==> src/rtl/uart_tx_param.sv <==
// uart_tx_param: parametrised UART transmitter.
// Each frame is one start bit (0), then DATA_WIDTH data bits sent LSB first,
// then an optional even/odd parity bit, then STOP_BITS stop bits (1).
// Frames are offered with a valid/ready handshake. The baud divisor and the
// payload are captured when a frame is accepted. tx_done pulses for one
// cycle when a frame completes.
//
// Optional feature, selected by the macro UART_TX_BREAK_EN:
//   When defined, the block has a tx_break input and a BREAK state. In BREAK
//   the line is held low. When tx_break falls, the line is driven high for
//   STOP_BITS bit periods, and then the block returns to IDLE without a
//   tx_done pulse.
//   When undefined, there is no tx_break port and no BREAK state.

module uart_tx_param #(
    parameter int DATA_WIDTH  = 8,   // data bits per frame, 5..9
    parameter int PARITY_MODE = 0,   // 0 = none, 1 = even, 2 = odd
    parameter int STOP_BITS   = 1,   // 1 or 2
    parameter int DIV_WIDTH   = 16   // width of the baud divisor
) (
    input  logic                  clk,
    input  logic                  reset,
    input  logic [DIV_WIDTH-1:0]  baud_div,
    input  logic [DATA_WIDTH-1:0] tx_data,
    input  logic                  tx_valid,
`ifdef UART_TX_BREAK_EN
    input  logic                  tx_break,
`endif
    output logic                  tx_ready,
    output logic                  tx_busy,
    output logic                  tx_done,
    output logic                  tx
);

    // ------------------------------------------------------------------
    // Elaboration-time parameter legality checks
    // ------------------------------------------------------------------
    generate
        if (DATA_WIDTH < 5 || DATA_WIDTH > 9) begin : g_bad_data_width
            $error("uart_tx_param: DATA_WIDTH=%0d is outside 5..9", DATA_WIDTH);
        end
        if (PARITY_MODE < 0 || PARITY_MODE > 2) begin : g_bad_parity_mode
            $error("uart_tx_param: PARITY_MODE=%0d is not 0, 1 or 2", PARITY_MODE);
        end
        if (STOP_BITS < 1 || STOP_BITS > 2) begin : g_bad_stop_bits
            $error("uart_tx_param: STOP_BITS=%0d is not 1 or 2", STOP_BITS);
        end
    endgenerate

    // ------------------------------------------------------------------
    // Constants
    // ------------------------------------------------------------------
    localparam logic [DIV_WIDTH-1:0] DIV_ONE    = DIV_WIDTH'(1);
    localparam logic [3:0]           LAST_DATA  = 4'(DATA_WIDTH - 1);
    localparam logic [3:0]           LAST_STOP  = 4'(STOP_BITS - 1);
    localparam bit                   HAS_PARITY = (PARITY_MODE != 0);
    localparam bit                   ODD_PARITY = (PARITY_MODE == 2);

    typedef enum logic [2:0] {
        S_IDLE,
        S_START,
        S_DATA,
        S_PARITY,
        S_STOP
`ifdef UART_TX_BREAK_EN
        ,
        S_BREAK
`endif
    } state_t;

    // ------------------------------------------------------------------
    // State
    // ------------------------------------------------------------------
    state_t                  state_q;
    logic                    tx_q;
    logic                    ready_q;
    logic                    busy_q;
    logic                    done_q;
    logic [DATA_WIDTH-1:0]   shift_q;     // remaining data bits, LSB goes out next
    logic [DIV_WIDTH-1:0]    period_q;    // clocks per bit for the current frame
    logic [DIV_WIDTH-1:0]    div_cnt_q;   // 0 .. period_q-1 within a bit
    logic [3:0]              bit_cnt_q;   // data bit or stop bit index
    logic                    parity_q;    // parity bit captured on accept
`ifdef UART_TX_BREAK_EN
    logic                    brk_q;       // current STOP phase is the break recovery
`endif

    // Next-frame values that are captured on accept
    logic [DIV_WIDTH-1:0]    period_d;
    logic                    parity_d;
    // High in the last clock of the current bit period
    logic                    bit_end;

    // Capture values for the next frame, and detect the end of a bit period
    always_comb begin
        // NOTE: every signal gets a default first, so no path leaves it
        // unassigned and no latch is inferred.
        period_d = baud_div;
        if (baud_div == '0) begin
            period_d = DIV_ONE;
        end
        parity_d = ^tx_data;
        if (ODD_PARITY) begin
            parity_d = ~parity_d;
        end
        bit_end = (div_cnt_q == (period_q - DIV_ONE));
    end

    // Frame FSM: sequencing, bit timing, and registered line and handshake outputs
    always_ff @(posedge clk) begin
        // NOTE: state is updated only with non-blocking assignments. Every
        // register then sees the values from before the edge, whatever the
        // order of the statements.
        if (reset) begin
            state_q   <= S_IDLE;
            tx_q      <= 1'b1;
            ready_q   <= 1'b0;
            busy_q    <= 1'b0;
            done_q    <= 1'b0;
            shift_q   <= '0;
            period_q  <= DIV_ONE;       // one clock per bit until a frame is latched
            div_cnt_q <= '0;
            bit_cnt_q <= '0;
            parity_q  <= 1'b0;
`ifdef UART_TX_BREAK_EN
            brk_q     <= 1'b0;
`endif
        end else begin
            // tx_done is a pulse. Only the STOP -> IDLE edge sets it.
            done_q <= 1'b0;

            case (state_q)
                S_IDLE: begin
                    tx_q      <= 1'b1;
                    ready_q   <= 1'b1;
                    busy_q    <= 1'b0;
                    div_cnt_q <= '0;
                    bit_cnt_q <= '0;
`ifdef UART_TX_BREAK_EN
                    // A break request wins over a pending frame
                    if (tx_break) begin
                        state_q <= S_BREAK;
                        tx_q    <= 1'b0;
                        ready_q <= 1'b0;
                        busy_q  <= 1'b1;
                    end else
`endif
                    if (tx_valid && ready_q) begin
                        state_q  <= S_START;
                        tx_q     <= 1'b0;
                        ready_q  <= 1'b0;
                        busy_q   <= 1'b1;
                        shift_q  <= tx_data;
                        period_q <= period_d;
                        parity_q <= parity_d;
                    end
                end

                S_START: begin
                    if (bit_end) begin
                        div_cnt_q <= '0;
                        bit_cnt_q <= '0;
                        state_q   <= S_DATA;
                        tx_q      <= shift_q[0];
                        shift_q   <= shift_q >> 1;
                    end else begin
                        div_cnt_q <= div_cnt_q + DIV_ONE;
                    end
                end

                S_DATA: begin
                    if (bit_end) begin
                        div_cnt_q <= '0;
                        if (bit_cnt_q == LAST_DATA) begin
                            bit_cnt_q <= '0;
                            if (HAS_PARITY) begin
                                state_q <= S_PARITY;
                                tx_q    <= parity_q;
                            end else begin
                                state_q <= S_STOP;
                                tx_q    <= 1'b1;
                            end
                        end else begin
                            bit_cnt_q <= bit_cnt_q + 4'd1;
                            tx_q      <= shift_q[0];
                            shift_q   <= shift_q >> 1;
                        end
                    end else begin
                        div_cnt_q <= div_cnt_q + DIV_ONE;
                    end
                end

                S_PARITY: begin
                    if (bit_end) begin
                        div_cnt_q <= '0;
                        bit_cnt_q <= '0;
                        state_q   <= S_STOP;
                        tx_q      <= 1'b1;
                    end else begin
                        div_cnt_q <= div_cnt_q + DIV_ONE;
                    end
                end

                S_STOP: begin
                    tx_q <= 1'b1;
                    if (bit_end) begin
                        div_cnt_q <= '0;
                        if (bit_cnt_q == LAST_STOP) begin
                            bit_cnt_q <= '0;
                            state_q   <= S_IDLE;
                            ready_q   <= 1'b1;
                            busy_q    <= 1'b0;
`ifdef UART_TX_BREAK_EN
                            // Break recovery ends silently, without a completion pulse
                            done_q    <= ~brk_q;
                            brk_q     <= 1'b0;
`else
                            done_q    <= 1'b1;
`endif
                        end else begin
                            bit_cnt_q <= bit_cnt_q + 4'd1;
                        end
                    end else begin
                        div_cnt_q <= div_cnt_q + DIV_ONE;
                    end
                end

`ifdef UART_TX_BREAK_EN
                S_BREAK: begin
                    tx_q      <= 1'b0;
                    div_cnt_q <= '0;
                    bit_cnt_q <= '0;
                    // Release: reuse STOP to hold the line high for STOP_BITS periods
                    if (!tx_break) begin
                        state_q <= S_STOP;
                        tx_q    <= 1'b1;
                        brk_q   <= 1'b1;
                    end
                end
`endif

                default: begin
                    state_q <= S_IDLE;
                    tx_q    <= 1'b1;
                    ready_q <= 1'b0;
                    busy_q  <= 1'b0;
                end
            endcase
        end
    end

    // ------------------------------------------------------------------
    // Outputs come straight from registers
    // ------------------------------------------------------------------
    assign tx       = tx_q;
    assign tx_ready = ready_q;
    assign tx_busy  = busy_q;
    assign tx_done  = done_q;

endmodule

==> config.mk <==
export PLATFORM = sky130hd
export DESIGN_NAME = uart_tx_param
export DESIGN_NICKNAME = d
export VERILOG_FILES = /design/src/rtl/uart_tx_param.sv
export SDC_FILE = /design/constraint.sdc
export NUM_CORES = 1
export LEC_CHECK = 0
export CAP_MARGIN = 20
export CORE_ASPECT_RATIO = 0.75
export CORE_UTILIZATION = 53
export DETAILED_ROUTE_END_ITERATION = 6
export PLACE_DENSITY = 0.78
export REMOVE_ABC_BUFFERS = 1
export SYNTH_ARGS = -nofsm -noshare
export SYNTH_HDL_FRONTEND = slang
export SYNTH_SLANG_ARGS = --single-unit
==> constraint.sdc <==
create_clock -name clk -period 5.25 [get_ports clk]
set_input_delay 0.7875 -clock clk [delete_from_list [all_inputs] [get_ports clk]]
set_output_delay 0.7875 -clock clk [all_outputs]
set_load 0.02 [all_outputs]
==> results by group, run 1 <==
Status
  – Status: completed

Global routing
  – Global-route wire length before repair: 12000 microns
  – Remaining Overflow, GRT: 0
  – GRT Util Overall: 0.245
  – Initial antenna violation count: 0
  – Largest net degree at the start of global routing: 26
  – Vias in the first global route: 2496

Place
  – Final Wtd Congestion: 0.861
  – Placed wire-length estimate: 5160 microns
  – Area after DPL: 3380 sq um
  – Port Buf Inserts: 30
  – Post-place setup slack: 1.79 ns

Final layout
  – Post-layout instance area: 3470 sq um
  – # nets final: 453
  – # fillers: 465
  – Share of cells above drive strength 1: 0.0473
  – Ant diodes: 0
  – Area grow syn2layout: 13.4%

Synthesis
  – Post-synthesis register bit count: 51
  – Post-synth EDFFs: 0
  – Sequential area share after synthesis: 0.333
  – Synth cell types: 58
  – Syn avg cell area: 7.58 sq um
  – Synth Instances: 404
  – Predominant post-synthesis flop cell: dfxtp_1
  – Cell area after synthesis: 3060 sq um
  – FFs w/ async S/R, synth: 0
  – Yosys warns: 0

Floorplanning
  – Starting Density: 0.563
  – Die Area: 6090 sq um
  – Die width: 89.8 microns
  – Height of the die: 67.8 microns
  – Core area: 5440 sq um
  – Rows: 23
  – I/O Pins: 31

Clock network
  – CTS Hold Buffers Added: 0
  – Post-CTS Setup Repair Bufs: 0
  – CTS sink count: 51
  – CTS clk-pin slew, worst paths: 0.09 ns
  – TritonCTS clock tree: yes
  – Root buffer cell: clkbuf_8
  – CTS max path bufs: 2
  – Worst-skew pair later-pin latency: 0.30 ns
  – Inserted Clock Buffers: 5
  – PostCTS Resize Cnt: 0
  – Htree depth: 2

Power
  – Internal: 729 uW
  – Net Sw Power: 443 uW
  – Sw frac: 0.378
  – Maximum VDD drop: 0.000204 V
  – Pwr/cell area: 338 nW/um^2
  – P_leak: 1.24 nW
  – Clock network power share: 0.187
  – Sequential share of power: 0.423
  – Comb power frac: 0.390

Critical path
  – CP endpoint kind: flop
  – Class of the most critical setup path: reg2reg
  – CP max FO: 19
  – Startpoint types: flop
  – Critical path arrival: 3.71 ns
  – Req. time, crit path: 5.47 ns

STA
  – Clock Skew: 0.00647 ns
  – Max Slew Vio Count: 0
  – Fin. Hold Viols: 0
  – Worst-margin pin slew: 0.972 ns
  – Final Critical Period: 3.49 ns
  – Final period util: 0.664
  – RSZ-0062 raised after global routing: false
  – Setup TNS: 0 ns
  – # setup viols final: 0
  – Fmax: 0.287 GHz
  – Final setup margin: 1.76 ns
  – Slew Limit Headroom: 0.349

Detailed routing
  – ANT nets after route: 0
  – Drt pass-1 iters: 4
  – Residual DRC: 0
  – Routed len/inst: 14.2 microns
  – Routed vias: 2878
  – Post-DR vias/cell: 5.78
  – Detailed Route WL: 7060 microns
  – Number of DRC markers in iteration 0: 180

Hold path
  – Hold Path Class: reg2reg

Job
  – Maxcap violations: 0
==> path summary, 6_finish.rpt <==
path	startpoint	end	slack [ns]	cells past startpoint
worst max register to register	period_q[0]	div_cnt_q[13]	1.76	10
worst max-delay path	period_q[0]	div_cnt_q[13]	1.76	10
worst min-delay path	period_q[15]	period_q[15]	0.47	2
worst min register to register	period_q[15]	period_q[15]	0.47	2
==> sequential cells by signal (all words and copies together) (netlist names) <==
signal	cells
tx_ready	1
period_q	16
state_q	3
bit_cnt_q	4
shift_q	8
tx_done	1
tx	1
div_cnt_q	16
tx_busy	1
==> routing by layer <==
layer / GRT usage / vias up / wire length (microns)
li1: - / 1472 / -
met1: 0.360 / 1325 / 3640
met2: 0.386 / 81 / 3010
met3: 0.0333 / 0 / 414
met4: 0.0492 / 0 / 0
met5: 0 / - / 0
==> metrics by stage <==
step | utilization | hold WS (ns) | instances | power (mW)
after floorplan | - | 0.438 | 382 | 0.818
after global placement | 0.621 | 0.460 | 489 | 0.935
after detailed placement | 0.621 | 0.464 | 489 | 0.946
after CTS | 0.636 | 0.477 | 497 | 1.16
after global routing | 0.638 | 0.509 | 498 | 1.26
final | 0.638 | 0.474 | 498 | 1.17
==> power by group through the flow <==
stage / clock, mW / combinational (mW) / sequential (mW)
floorplan: 0 / 0.324 / 0.494
global placement: 0 / 0.433 / 0.502
detailed placement: 0 / 0.444 / 0.502
CTS: 0.225 / 0.445 / 0.494
global route: 0.239 / 0.514 / 0.504
finish: 0.220 / 0.457 / 0.495
==> area by class of cell <==
type                       instances  area (sq um)  area share
clock inverter                     1          5.00     0.00144
timing repair buffer              33           329      0.0948
multi-input combinational        319          1900       0.548
tap                               75          93.8      0.0270
inverter                          12          45.0      0.0130
clock buffer                       7          76.3      0.0220
sequential                        51          1020       0.294
==> cell usage in the layout (no fill, tap or decap), drive strengths merged, types with 6 or more instances in the layout <==
cell	netlist	routed
nor3	13	13
a311oi	7	7
mux2i	9	9
o211ai	7	7
a21oi	29	29
or2	6	6
xnor2	13	13
nor4	6	6
dfxtp	51	51
nand3	18	18
clkbuf	18	8
nor2b	7	7
and3	6	6
o21ai	25	25
nor2	27	27
xor2	13	13
inv	12	12
nand2	72	72
clkdlybuf4s50	0	30
==> synth_stat cells (4+ instances only) <==
| cell type | count | area [sq um] |
|---|---|---|
| a31oi_1 | 5 | 31.3 |
| nor3_1 | 13 | 65.1 |
| ha_1 | 4 | 50.1 |
| a21oi_1 | 29 | 145 |
| nand2_1 | 72 | 270 |
| inv_1 | 12 | 45.0 |
| and3_1 | 6 | 37.5 |
| dfxtp_1 | 51 | 1020 |
| mux2i_1 | 9 | 90.1 |
| o211ai_1 | 7 | 52.6 |
| nand3b_1 | 4 | 30.0 |
| a311oi_1 | 7 | 61.3 |
| clkbuf_1 | 18 | 67.6 |
| nor2_1 | 27 | 101 |
| nor2b_1 | 7 | 43.8 |
| nor4_1 | 5 | 31.3 |
| or2_2 | 5 | 31.3 |
| nand3_1 | 18 | 90.1 |
| xnor2_1 | 13 | 114 |
| xor2_1 | 13 | 114 |
| o21ai_0 | 23 | 115 |
==> critical path: stages, from the launching register on <==
cell,delay (ns)
dfxtp_1,0.37
inv_1,0.07
ha_1,0.23
or4b_4,0.51
or4_4,0.51
nand4b_1,0.10
or3b_1,0.37
o211ai_1,0.16
or2_1,0.55
nand2_1,0.30
o21ai_0,0.25
==> cells by family after synthesis <==
logic type | synth area share
muxes | 0.0294
AOI/OAI and AO/OA | 0.194
adders and majority gates | 0.0163
DFF | 0.333
buffers and inverters | 0.0458
and+or+nand+nor | 0.307
xor gates and xnor gates | 0.0744
Note: power is estimated with default switching activity, not from simulation.
==> run 2: changes to the inputs <==
--- a/config.mk
+++ b/config.mk
@@ -7,9 +7,9 @@
 export LEC_CHECK = 0
 export CAP_MARGIN = 20
 export CORE_ASPECT_RATIO = 0.75
-export CORE_UTILIZATION = 53
+export CORE_UTILIZATION = 52
 export DETAILED_ROUTE_END_ITERATION = 6
-export PLACE_DENSITY = 0.78
+export PLACE_DENSITY = 0.8
 export REMOVE_ABC_BUFFERS = 1
 export SYNTH_ARGS = -nofsm -noshare
 export SYNTH_HDL_FRONTEND = slang
==> constraint.sdc (replaced) <==
create_clock -name clk -period 2.9 [get_ports clk]
set_input_delay 0.435 -clock clk [delete_from_list [all_inputs] [get_ports clk]]
set_output_delay 0.435 -clock clk [all_outputs]
set_load 0.02 [all_outputs]
==> run 2 against run 1 <==
  * Sequential power rose by 76%
  * Sequential share of layout area decreased by 1.9 points
  * Global-route usage rose by 2.1 points
  * Critical endpoint is now shift_q[5]
  * Largest cell class unchanged
  * Highest routed layer is now met4
==> results by group, run 2 (synthesis results as in run 1) <==
Hold path
  – Hold path depth: 2 (unchanged)
  – Worst hold path endpoint: period_q[15] (unchanged)
  – Hold Path Class: reg2reg (unchanged)
  – Min-delay src: period_q[15] (unchanged)

STA
  – Fmax: 0.352 GHz (was 0.287 GHz)
  – RSZ-0062 raised after global routing: true (was false)
  – Final Critical Period: 2.84 ns (was 3.49 ns)
  – Setup TNS: 0 ns (unchanged)
  – Clock Skew: 0.00993 ns (was 0.00647 ns)
  – Fin. Hold Viols: 0 (unchanged)
  – Worst-margin pin slew: 0.941 ns (was 0.972 ns)
  – Max Slew Vio Count: 0 (unchanged)
  – Final period util: 0.978 (was 0.664)
  – # setup viols final: 0 (unchanged)
  – Slew Limit Headroom: 0.371 (was 0.349)

Final layout
  – Most frequent cells in the layout: nand2_1 (72), dfxtp_1 (49), clkdlybuf4s50_1 (30) (was nand2_1 (72), dfxtp_1 (51), clkdlybuf4s50_1 (30))
  – Non-filler instance count after layout: 519 (was 498)
  – Commonest non-fill, non-tap cell in the layout: nand2_1 (unchanged)
  – Largest registers: div_cnt_q: 16 flops, period_q: 16 flops, shift_q: 8 flops (unchanged)
  – # nets final: 475 (was 453)
  – Share of cells above drive strength 1: 0.119 (was 0.0473)
  – Ant diodes: 0 (unchanged)
  – Area grow syn2layout: 21.5% (was 13.4%)

Detailed routing
  – Residual DRC: 0 (unchanged)
  – Routed len/inst: 15.3 microns (was 14.2 microns)
  – Routed vias: 3097 (was 2878)
  – Post-DR vias/cell: 5.97 (was 5.78)
  – Number of DRC markers in iteration 0: 211 (was 180)
  – ANT nets after route: 0 (unchanged)
  – Detailed Route WL: 7940 microns (was 7060 microns)
  – Drt pass-1 iters: 5 (was 4)

Clock network
  – Worst-skew pair later-pin latency: 0.31 ns (was 0.30 ns)
  – Htree depth: 2 (unchanged)
  – TritonCTS clock tree: yes (unchanged)
  – Root buffer cell: clkbuf_8 (unchanged)
  – CTS clk-pin slew, worst paths: 0.09 ns (about the same)
  – CTS sink count: 51 (unchanged)
  – CTS max path bufs: 2 (unchanged)
  – Inserted Clock Buffers: 5 (unchanged)
  – CTS Hold Buffers Added: 0 (unchanged)

Power
  – Sequential share of power: 0.364 (was 0.423)
  – Pwr/cell area: 645 nW/um^2 (was 338 nW/um^2)
  – Sw frac: 0.370 (was 0.378)
  – P_leak: 1.37 nW (was 1.24 nW)
  – Clock network power share: 0.202 (was 0.187)
  – Comb power frac: 0.434 (was 0.390)
  – Maximum VDD drop: 0.000361 V (was 0.000204 V)
  – Total Power: 2.40 mW (was 1.17 mW)
  – Net Sw Power: 888 uW (was 443 uW)
  – Internal: 1.51 mW (was 729 uW)

Global routing
  – Initial antenna violation count: 0 (unchanged)
  – Remaining Overflow, GRT: 0 (unchanged)
  – Global-route wire length before repair: 13100 microns (was 12000 microns)
  – Vias in the first global route: 2823 (was 2496)
  – Largest net degree at the start of global routing: 23 (was 26)
  – GRT Util Overall: 0.265 (was 0.245)

Critical path
  – CP endpoint kind: flop (unchanged)
  – Class of the most critical setup path: reg2reg (unchanged)
  – Critical path arrival: 3.03 ns (was 3.71 ns)
  – Launching point of the worst reg2reg path: period_q[0] (unchanged)
  – Register-to-Register Path Depth: 11 (was 10)
  – RR Endpoint: shift_q[5] (was div_cnt_q[13])
  – CP max FO: 15 (was 19)
  – Req. time, crit path: 3.09 ns (was 5.47 ns)
  – Reg-to-reg setup timing slack: 0.06 ns (was 1.76 ns)
  – Worst setup path start: period_q[0] (unchanged)
  – Startpoint types: flop (unchanged)

Floorplanning
  – Height of the die: 68.5 microns (was 67.8 microns)
  – Rows: 23 (unchanged)
  – Die Area: 6200 sq um (was 6090 sq um)
  – I/O Pins: 31 (unchanged)
  – Core area: 5500 sq um (was 5440 sq um)
  – Starting Density: 0.557 (was 0.563)
  – Die width: 90.6 microns (was 89.8 microns)

Status
  – Status: completed (unchanged)

Place
  – Placed wire-length estimate: 5790 microns (was 5160 microns)
  – Placed cell count: 510 (was 489)
  – Final Wtd Congestion: 0.838 (was 0.861)
  – Port Buf Inserts: 30 (unchanged)

Job
  – Maxcap violations: 0 (unchanged)
==> run 2: changes by cell type in the layout (fill, tap and decap cells not counted), moves of 2 or more <==
cell	previous run	this run
dfxtp_1	51	49
dfxtp_2	0	2
inv_1	12	10
inv_2	0	2
o21ai_1	2	4
o21ai_0	23	21
buf_4	2	24
==> run 2: layer usage <==
| metal | up-vias | GRT usage | share of wire |
|---|---|---|---|
| li1 | 1524 | - | - |
| met1 | 1443 | 0.347 | 0.46 |
| met2 | 111 | 0.436 | 0.45 |
| met3 | 19 | 0.0578 | 0.069 |
| met4 | 0 | 0.0988 | 0.020 |
| met5 | - | 0 | 0 |
==> run 2: worst max-delay path, stage by stage, from the launching register on <==
cell	delay, ns
dfxtp_2	0.34
inv_2	0.06
ha_4	0.13
or4b_4	0.50
or4_4	0.45
nand4b_1	0.10
or3b_1	0.37
o211ai_1	0.16
o21ai_1	0.13
buf_6	0.19
a21oi_1	0.21
a311oi_2	0.06
==> run 2: power by group through the flow <==
stage                     Sequential, mW  Clock [mW]  Combinational (mW)
final                              0.872       0.484                1.04
after detailed placement           0.881           0               0.958
after floorplan                    0.895           0               0.586
after CTS                          0.865       0.493               0.974
after global routing               0.884       0.520                1.12
after global placement             0.878           0               0.926
==> run 2: final cells by class <==
type | instances | area (sq um)
Fill cell | 449 | 1780
Inverter | 12 | 45.0
Tap cell | 75 | 93.8
Clock buffer | 6 | 72.6
Clock inverter | 1 | 30.0
Multi-Input combinational cell | 319 | 1960
Sequential cell | 51 | 1020
Timing Repair Buffer | 55 | 492
==> run 2: how the worst max path moves through the flow <==
stage,end,slack (ns)
2_1_floorplan,shift_q[0],-0.12
6_report,shift_q[5],0.06
3_5_place_dp,bit_cnt_q[3],-0.05
4_1_cts,bit_cnt_q[0],0.02
3_3_place_gp,bit_cnt_q[3],0.05
5_1_grt,div_cnt_q[15],-0.03
==> run 2: per-stage QoR <==
step / hold WS, ns / worst slack (ns) / util / instance area, sq um
4_1_cts: 0.483 / 0.0202 / 0.662 / 3640
3_3_place_gp: 0.467 / 0.0549 / 0.643 / 3530
2_1_floorplan: 0.438 / -0.122 / - / 2970
3_5_place_dp: 0.471 / -0.0501 / 0.643 / 3530
6_report: 0.482 / 0.0628 / 0.677 / 3720
5_1_grt: 0.515 / -0.0268 / 0.677 / 3720
==> run 2: timing repair <==
| action | in CTS | in global routing |
|---|---|---|
| pin swaps | 4 | 6 |
| gates resized for setup | 2 | 15 |
| endpoints found under the setup margin | 12 | 21 |
| setup buffers | 0 | 2 |
